**src/rtl/fns_coder_pkg.sv**
```systemverilog
// Shared constants and the odd/even pair rule for the 9-TSV fault-tolerant
// crosstalk-avoidance codec.
package fns_coder_pkg;

  localparam int N_TSV      = 9;
  localparam int DATA_W     = 3;
  localparam int CNT_W      = 7;
  localparam int MAX_FAULTS = 5;

  // Pair of adjacent TSVs (hi = i+1, lo = i). The only forbidden combination
  // is an enabled odd TSV at 1 next to an enabled even TSV at 0.
  function automatic logic pair_ok(input logic hi_odd, input logic en_hi,
                                   input logic en_lo, input logic b_hi,
                                   input logic b_lo);
    logic odd_b;
    logic even_b;
    odd_b  = hi_odd ? b_hi : b_lo;
    even_b = hi_odd ? b_lo : b_hi;
    if (!(en_hi && en_lo)) return 1'b1;
    return !(odd_b && !even_b);
  endfunction

endpackage

```
**src/rtl/fns_adders_4_5.sv**
```systemverilog
// Count table for the enumerative code: L[i][s] valid completions of bits
// i-1..0 given bit i = s, plus the total number of codewords T.
module fns_adders_4_5
  import fns_coder_pkg::*;
(
  input  logic [N_TSV-1:0]       en_i,
  output logic [N_TSV*CNT_W-1:0] l0_o,
  output logic [CNT_W-1:0]       total_o
);

  logic [CNT_W-1:0] l_tab [N_TSV][2];

  always_comb begin
    for (int i = 0; i < N_TSV; i++) begin
      l_tab[i][0] = '0;
      l_tab[i][1] = '0;
    end
    l_tab[0][0] = CNT_W'(1);
    l_tab[0][1] = CNT_W'(1);
    // A disabled lower TSV can only hold 0, so t = 1 is skipped for it.
    for (int i = 1; i < N_TSV; i++) begin
      for (int s = 0; s < 2; s++) begin
        for (int t = 0; t < 2; t++) begin
          if ((t == 0 || en_i[i-1]) &&
              pair_ok(i[0], en_i[i], en_i[i-1], s[0], t[0])) begin
            l_tab[i][s] = l_tab[i][s] + l_tab[i-1][t];
          end
        end
      end
    end
    for (int i = 0; i < N_TSV; i++) begin
      l0_o[i*CNT_W +: CNT_W] = l_tab[i][0];
    end
    total_o = l_tab[N_TSV-1][0] + (en_i[N_TSV-1] ? l_tab[N_TSV-1][1] : '0);
  end

endmodule

```
**src/rtl/fns_coder_4_5.sv**
```systemverilog
// 3-bit word <-> 9-TSV codec skipping faulty TSVs. Encoder output registered;
// decoder combinational unless FNS_CODER_DEC_REG_EN is defined.
module fns_coder_4_5
  import fns_coder_pkg::*;
(
  input  logic              clock,
  input  logic              reset,
  input  logic [DATA_W-1:0] datain,
  input  logic [N_TSV-1:0]  f_flag,
  output logic [N_TSV-1:0]  en_flag,
  output logic [N_TSV-1:0]  tsv,
  output logic              code_ovf,
  input  logic [N_TSV-1:0]  tsv_rx,
  output logic [DATA_W-1:0] dataout
);

  logic [N_TSV*CNT_W-1:0] l0;
  logic [CNT_W-1:0]       total;
  logic [N_TSV:0]         en_ext;
  logic [N_TSV:0]         rx_ext;
  logic [N_TSV-1:0]       tsv_d, tsv_q;
  logic                   ovf_d, ovf_q;
  logic [DATA_W-1:0]      dec_d;

  assign en_flag = ~f_flag;
  // Virtual disabled TSV above bit 8 leaves the top bit unconstrained.
  assign en_ext  = {1'b0, en_flag};
  assign rx_ext  = {1'b0, tsv_rx};

  fns_adders_4_5 u_adders (
    .en_i    (en_flag),
    .l0_o    (l0),
    .total_o (total)
  );

  always_comb begin
    logic [CNT_W-1:0] v;
    logic [CNT_W-1:0] c0;
    logic [N_TSV:0]   code;
    v    = CNT_W'(datain);
    code = '0;
    for (int i = N_TSV - 1; i >= 0; i--) begin
      c0 = pair_ok(!i[0], en_ext[i+1], en_ext[i], code[i+1], 1'b0) ?
           l0[i*CNT_W +: CNT_W] : '0;
      if (en_ext[i] && pair_ok(!i[0], en_ext[i+1], en_ext[i], code[i+1], 1'b1) &&
          v >= c0) begin
        code[i] = 1'b1;
        v       = v - c0;
      end
    end
    ovf_d = (CNT_W'(datain) >= total);
    tsv_d = ovf_d ? '0 : code[N_TSV-1:0];
  end

  always_ff @(posedge clock) begin
    if (reset) begin
      tsv_q <= '0;
      ovf_q <= 1'b0;
    end else begin
      tsv_q <= tsv_d;
      ovf_q <= ovf_d;
    end
  end

  assign tsv      = tsv_q;
  assign code_ovf = ovf_q;

  // Rank of the received word; only its low bits are needed, so the sum wraps.
  always_comb begin
    dec_d = '0;
    for (int i = N_TSV - 1; i >= 0; i--) begin
      if (rx_ext[i] && pair_ok(!i[0], en_ext[i+1], en_ext[i], rx_ext[i+1], 1'b0)) begin
        dec_d = dec_d + l0[i*CNT_W +: DATA_W];
      end
    end
  end

`ifdef FNS_CODER_DEC_REG_EN
  logic [DATA_W-1:0] dec_q;

  always_ff @(posedge clock) begin
    if (reset) dec_q <= '0;
    else       dec_q <= dec_d;
  end

  assign dataout = dec_q;
`else
  assign dataout = dec_d;
`endif

endmodule

```
**config.mk**
```make
export PLATFORM = sky130hd
export DESIGN_NAME = fns_coder_4_5
export DESIGN_NICKNAME = d
export VERILOG_FILES = /design/src/rtl/fns_coder_pkg.sv /design/src/rtl/fns_adders_4_5.sv /design/src/rtl/fns_coder_4_5.sv
export SDC_FILE = /design/constraint.sdc
export NUM_CORES = 1
export LEC_CHECK = 0
export CAP_MARGIN = 10
export CORE_UTILIZATION = 35
export DETAILED_ROUTE_END_ITERATION = 7
export GPL_TIMING_DRIVEN = 0
export MAX_ROUTING_LAYER = met4
export PLACE_DENSITY = 0.57
export SYNTH_ARGS = -nofsm -noshare
export SYNTH_HDL_FRONTEND = slang
export SYNTH_SLANG_ARGS = --single-unit
```
**constraint.sdc**
```tcl
create_clock -name clock -period 74 [get_ports clock]
set_input_delay 18.5 -clock clock [delete_from_list [all_inputs] [get_ports clock]]
set_output_delay 18.5 -clock clock [all_outputs]
set_load 0.05 [all_outputs]
```
==> results.txt, run 1 <==
Status: finished clean
DR WL/cell: 15.49 um
Routed WL: 19.71 mm
Final period utilization: 0.7190
Initial antenna violation count: 0
Most used cell, CP: fa_1
Synthesized instance count: 962
DR DRC count: 0
CTS Root Buffer Type: clkbuf_16
Async set-reset flop share out of synthesis: 0
Yosys top cell by area: ha_1
Fill cell count: 2095
Max FO, Critical Path: 10
CTS sink count: 10
Met3 Use GR: 0.01766
Postcts setup bufs: 0
Die area: 20700 um2
Final global-route overflow total: 0
DR pass1 iterations: 5
Hold_buf cts: 0
Fraction of layout cells with a size suffix above 1: 0.07547
Slowest cell on the critical path: clkdlybuf4s50_1
Area Growth Syn to Fin: 11.79%
Final #Nets: 1155
Initial DRC count: 349
Worst setup SP type: input port
Hold Crit Class: in2reg
Post-synth EDFFs: 0
Pin count of the biggest net entering global routing: 11
First-pass GRT wire length: 32.02 mm
Final core utilization: 0.4021
Arr. time, crit path: 34.70 ns
Crit path largest cell delay: 0.83 ns
Max-slew headroom: 0.4411
Via density: 5.403
GR Util met2: 0.3455
Count of pins over their slew limit: 0
Post-detailed-route count of antenna-violating nets: 0
IO Pins: 45
Post-synthesis register bit count: 10
Setup Viol. Count Final: 0
# port buffers: 41
Gr usage total: 0.2004
Setup TNS: 0 ns
Starting density of the core: 0.3596
Commonest cells in the netlist: nor2_1 (106), ha_1 (100), inv_1 (90)
CTS H-tree lvls: 1
Ys flop type: dfxtp_1
DP HPWL: 16.90 mm
Setup CP Type: in2out
Antenna Cells: 0
Die width: 143.9 um
Max Freq: 18.80 MHz
Chip height: 143.9 um
Row count: 51
Detailed-route via count: 6873
Post-synth top area share: 0.1776
GP Congestion: 0.9114
Worst slew pin tran: 0.8334 ns
RSZ-0062 raised after global routing: false
GR peak layer: met2
CTS tree: built
PostCTS Resize Cnt: 0
Worst Setup End Kind: output pin
Cts bufs inserted: 3
Top post-synthesis cells by area: ha_1 (18%), fa_1 (6.8%), nor2_1 (5.6%)
YS warnings: 0
Max clock buf depth: 2
Worst Path Required: 55.50 ns
Count leader, synth: nor2_1
Distinct cells, synth: 89
Met1 Usage GRT: 0.2444
Worst hold slack: 18.80 ns
Netlist Area Pre-Place: 7046 um2
Syn avg cell area: 7.324 um2
Syn_nets: 1109
Final Hold Fails: 0
Vias in the first global route: 6452
Seq/Total Area, Yosys: 0.02841
Max Cap Viol: 0
Core ar.: 19590 um2
Clock-pin slew on the worst setup and hold paths: 0.04 ns
Tmin final: 53.20 ns
==> worst paths after layout <==
path / endpoint / startpoint / depth (start not counted)
min: code_ovf$_SDFF_PP0_ / reset / 2
max: dataout[2] / f_flag[0] / 46
==> critical path: cells and delay by family <==
kind                     cells  cell delay (ns)
adder cells (fa/ha/maj)     15             6.75
AND/OR/NAND/NOR              5             0.64
buffers and inverters        4             2.14
AO/OA/AOI/OAI                7             2.68
multiplexers                 9             2.86
XOR/XNOR                     6             1.13
==> sequential cells by signal, indices dropped and copies added (netlist names) <==
register	cells
tsv	9
code_ovf	1
==> cell usage in the layout, fill, tap and decap left out, drive strengths merged, types with 18 or more instances in the layout <==
| master | count |
|---|---|
| fa | 24 |
| a21o | 30 |
| xor2 | 21 |
| xnor2 | 40 |
| ha | 100 |
| nor2b | 21 |
| nor3 | 21 |
| inv | 90 |
| a211oi | 18 |
| o21ai | 65 |
| nor2 | 106 |
| nand2 | 73 |
| o21a | 21 |
| clkbuf | 18 |
| mux2i | 23 |
| mux2 | 32 |
| clkdlybuf4s50 | 41 |
| a21oi | 64 |
==> stage by stage <==
stage | instances | instance area [um2] | worst slack, ns
floorplan | 962 | 7046 | 23.24
global placement | 1268 | 7787 | 20.62
detailed placement | 1268 | 7787 | 20.62
CTS | 1272 | 7876 | 20.58
global route | 1272 | 7876 | 19.64
finish | 1272 | 7876 | 20.80
==> final cells by class <==
| type | count | area [um2] | area share |
|---|---|---|---|
| buffer | 25 | 115.1 | 0.01461 |
| clock buffer | 4 | 88.84 | 0.01128 |
| tap | 265 | 331.6 | 0.04210 |
| multi-input combinational | 836 | 6389 | 0.8111 |
| timing repair buffer | 41 | 410.4 | 0.05210 |
| inverter | 91 | 341.6 | 0.04337 |
| sequential | 10 | 200.2 | 0.02542 |
==> cell families (layout without fill, tap and decap cells) <==
logic type / count (synthesis) / after routing / share of synthesized area
flops: 10 / 10 / 0.02841
buf+inv: 116 / 161 / 0.06482
compound gates: 302 / 302 / 0.3015
xor+xnor: 61 / 61 / 0.07583
simple gates: 293 / 293 / 0.1978
fa+ha+maj: 125 / 125 / 0.2472
mux: 55 / 55 / 0.08435
==> metal layers <==
layer  share of wire  vias to the layer above
met1            0.46                     3136
met2            0.48                      142
met5               0                        -
met4           0.034                        0
li1                -                     3566
met3           0.033                       29
Power of run 1 is not shown: default switching activity piles up to over one toggle a cycle in this logic, so the estimate is an artifact.
==> run 2, diff against run 1 <==
Settings changed: PLACE_DENSITY 0.57 to 0.59.
Clock period 74 ns to 46.3 ns, I/O delays scaled along.
==> run 2 against run 1 <==
- utilization unchanged
- flip-flop and latch count unchanged
- setup slack got worse by 14 ns
==> results.txt, run 2 (same netlist as run 1, synthesis figures left out) <==
Max-slew headroom: 0.4293
Initial DRC count: 313
Antenna Cells: 0
Max Freq: 25.29 MHz
Detailed-route via count: 6804
Max FO, Critical Path: 10
CTS H-tree lvls: 1
Final period utilization: 0.8541
Via density: 5.349
Pin count of the biggest net entering global routing: 11
Worst setup SP type: input port
Worst Setup End Kind: output pin
CTS sink count: 10
IO Pins: 45
Crit path max-delay family: adder cells
DR DRC count: 0
Max FFs per register: 9
Gr usage total: 0.2007
Die width: 143.9 um
Starting density of the core: 0.3596
Vias in the first global route: 6427
DR WL/cell: 15.41 um
Most frequent cells in the layout: nor2_1 (106), ha_1 (100), inv_1 (90), nand2_1 (72), a21oi_1 (62)
Status: finished clean
CTS tree: built
Final #Nets: 1155
DR pass1 iterations: 5
RSZ-0062 raised after global routing: false
CTS Root Buffer Type: clkbuf_16
Area Growth Syn to Fin: 11.79%
Buf+Inv Stages, Crit Path: 4
Most common cell after layout, fill and taps aside: nor2_1
Worst slew pin tran: 0.8560 ns
Setup Viol. Count Final: 0
Setup TNS: 0 ns
Die area: 20700 um2
Fill cell count: 2119
Crit path largest cell delay: 0.82 ns
Final global-route overflow total: 0
Arr. time, crit path: 27.97 ns
GP Congestion: 0.9137
Clock-pin slew on the worst setup and hold paths: 0.04 ns
Finished Cell Area: 7876 um2
Core ar.: 19590 um2
Chip height: 143.9 um
CP Depth: 46
Worst Path Required: 34.72 ns
Hold Crit Class: in2reg
Most used cell, CP: fa_1
Placed Instance Area: 7787 um2
Worst setup path startpoint: f_flag[0]
Postcts setup bufs: 0
Cts bufs inserted: 3
Initial antenna violation count: 0
PostCTS Resize Cnt: 0
Row count: 51
Count of pins over their slew limit: 0
Max Cap Viol: 0
Hold_buf cts: 0
Final Hold Fails: 0
Max clock buf depth: 2
Critical Path Sink: dataout[2]
Slowest cell on the critical path: clkdlybuf4s50_1
Routed WL: 19.60 mm
Fraction of layout cells with a size suffix above 1: 0.07547
Tmin final: 39.55 ns
Setup CP Type: in2out
First-pass GRT wire length: 32.22 mm
# port buffers: 41
DP HPWL: 16.66 mm
Post-detailed-route count of antenna-violating nets: 0
==> run 2: cell counts in the layout (fill, tap and decap cells not counted) <==
Identical to the previous run, type by type.
==> run 2: cell type report <==
type                    instances  area [um2]  area share
plain buffers                  25       115.1     0.01461
clock buffers                   4       88.84     0.01128
inverters                      91       341.6     0.04337
multi-input cells             836        6389      0.8111
flip-flops and latches         10       200.2     0.02542
well taps                     265       331.6     0.04210
repair buffers                 41       410.4     0.05210
==> run 2: worst min path at each step <==
stage | startpoint | to | slack, ns | cells past startpoint
6_report | reset | code_ovf$_SDFF_PP0_ | 11.88 | 2
5_1_grt | reset | code_ovf$_SDFF_PP0_ | 11.92 | 2
4_1_cts | reset | code_ovf$_SDFF_PP0_ | 11.88 | 2
3_5_place_dp | reset | code_ovf$_SDFF_PP0_ | 12.13 | 2
3_3_place_gp | reset | code_ovf$_SDFF_PP0_ | 12.12 | 2
2_1_floorplan | reset | code_ovf$_SDFF_PP0_ | 11.65 | 1
==> run 2: per-stage QoR <==
stage | setup WS, ns | cells | util | hold WS (ns)
floorplan | 9.392 | 962 | - | 11.65
global placement | 6.741 | 1268 | 0.3975 | 12.12
finish | 6.753 | 1272 | 0.4021 | 11.88
CTS | 6.544 | 1272 | 0.4021 | 11.88
global route | 5.017 | 1272 | 0.4021 | 11.92
detailed placement | 6.582 | 1268 | 0.3975 | 12.13
==> run 2: routing by layer <==
metal	track usage	wire length [um]	vias to the layer above
li1	-	-	3565
met1	0.2516	9166	3111
met2	0.3509	9481	110
met3	0.01733	557	18
met4	0.03695	399	0
met5	-	0	-
Power of run 2 is left out for the same reason.
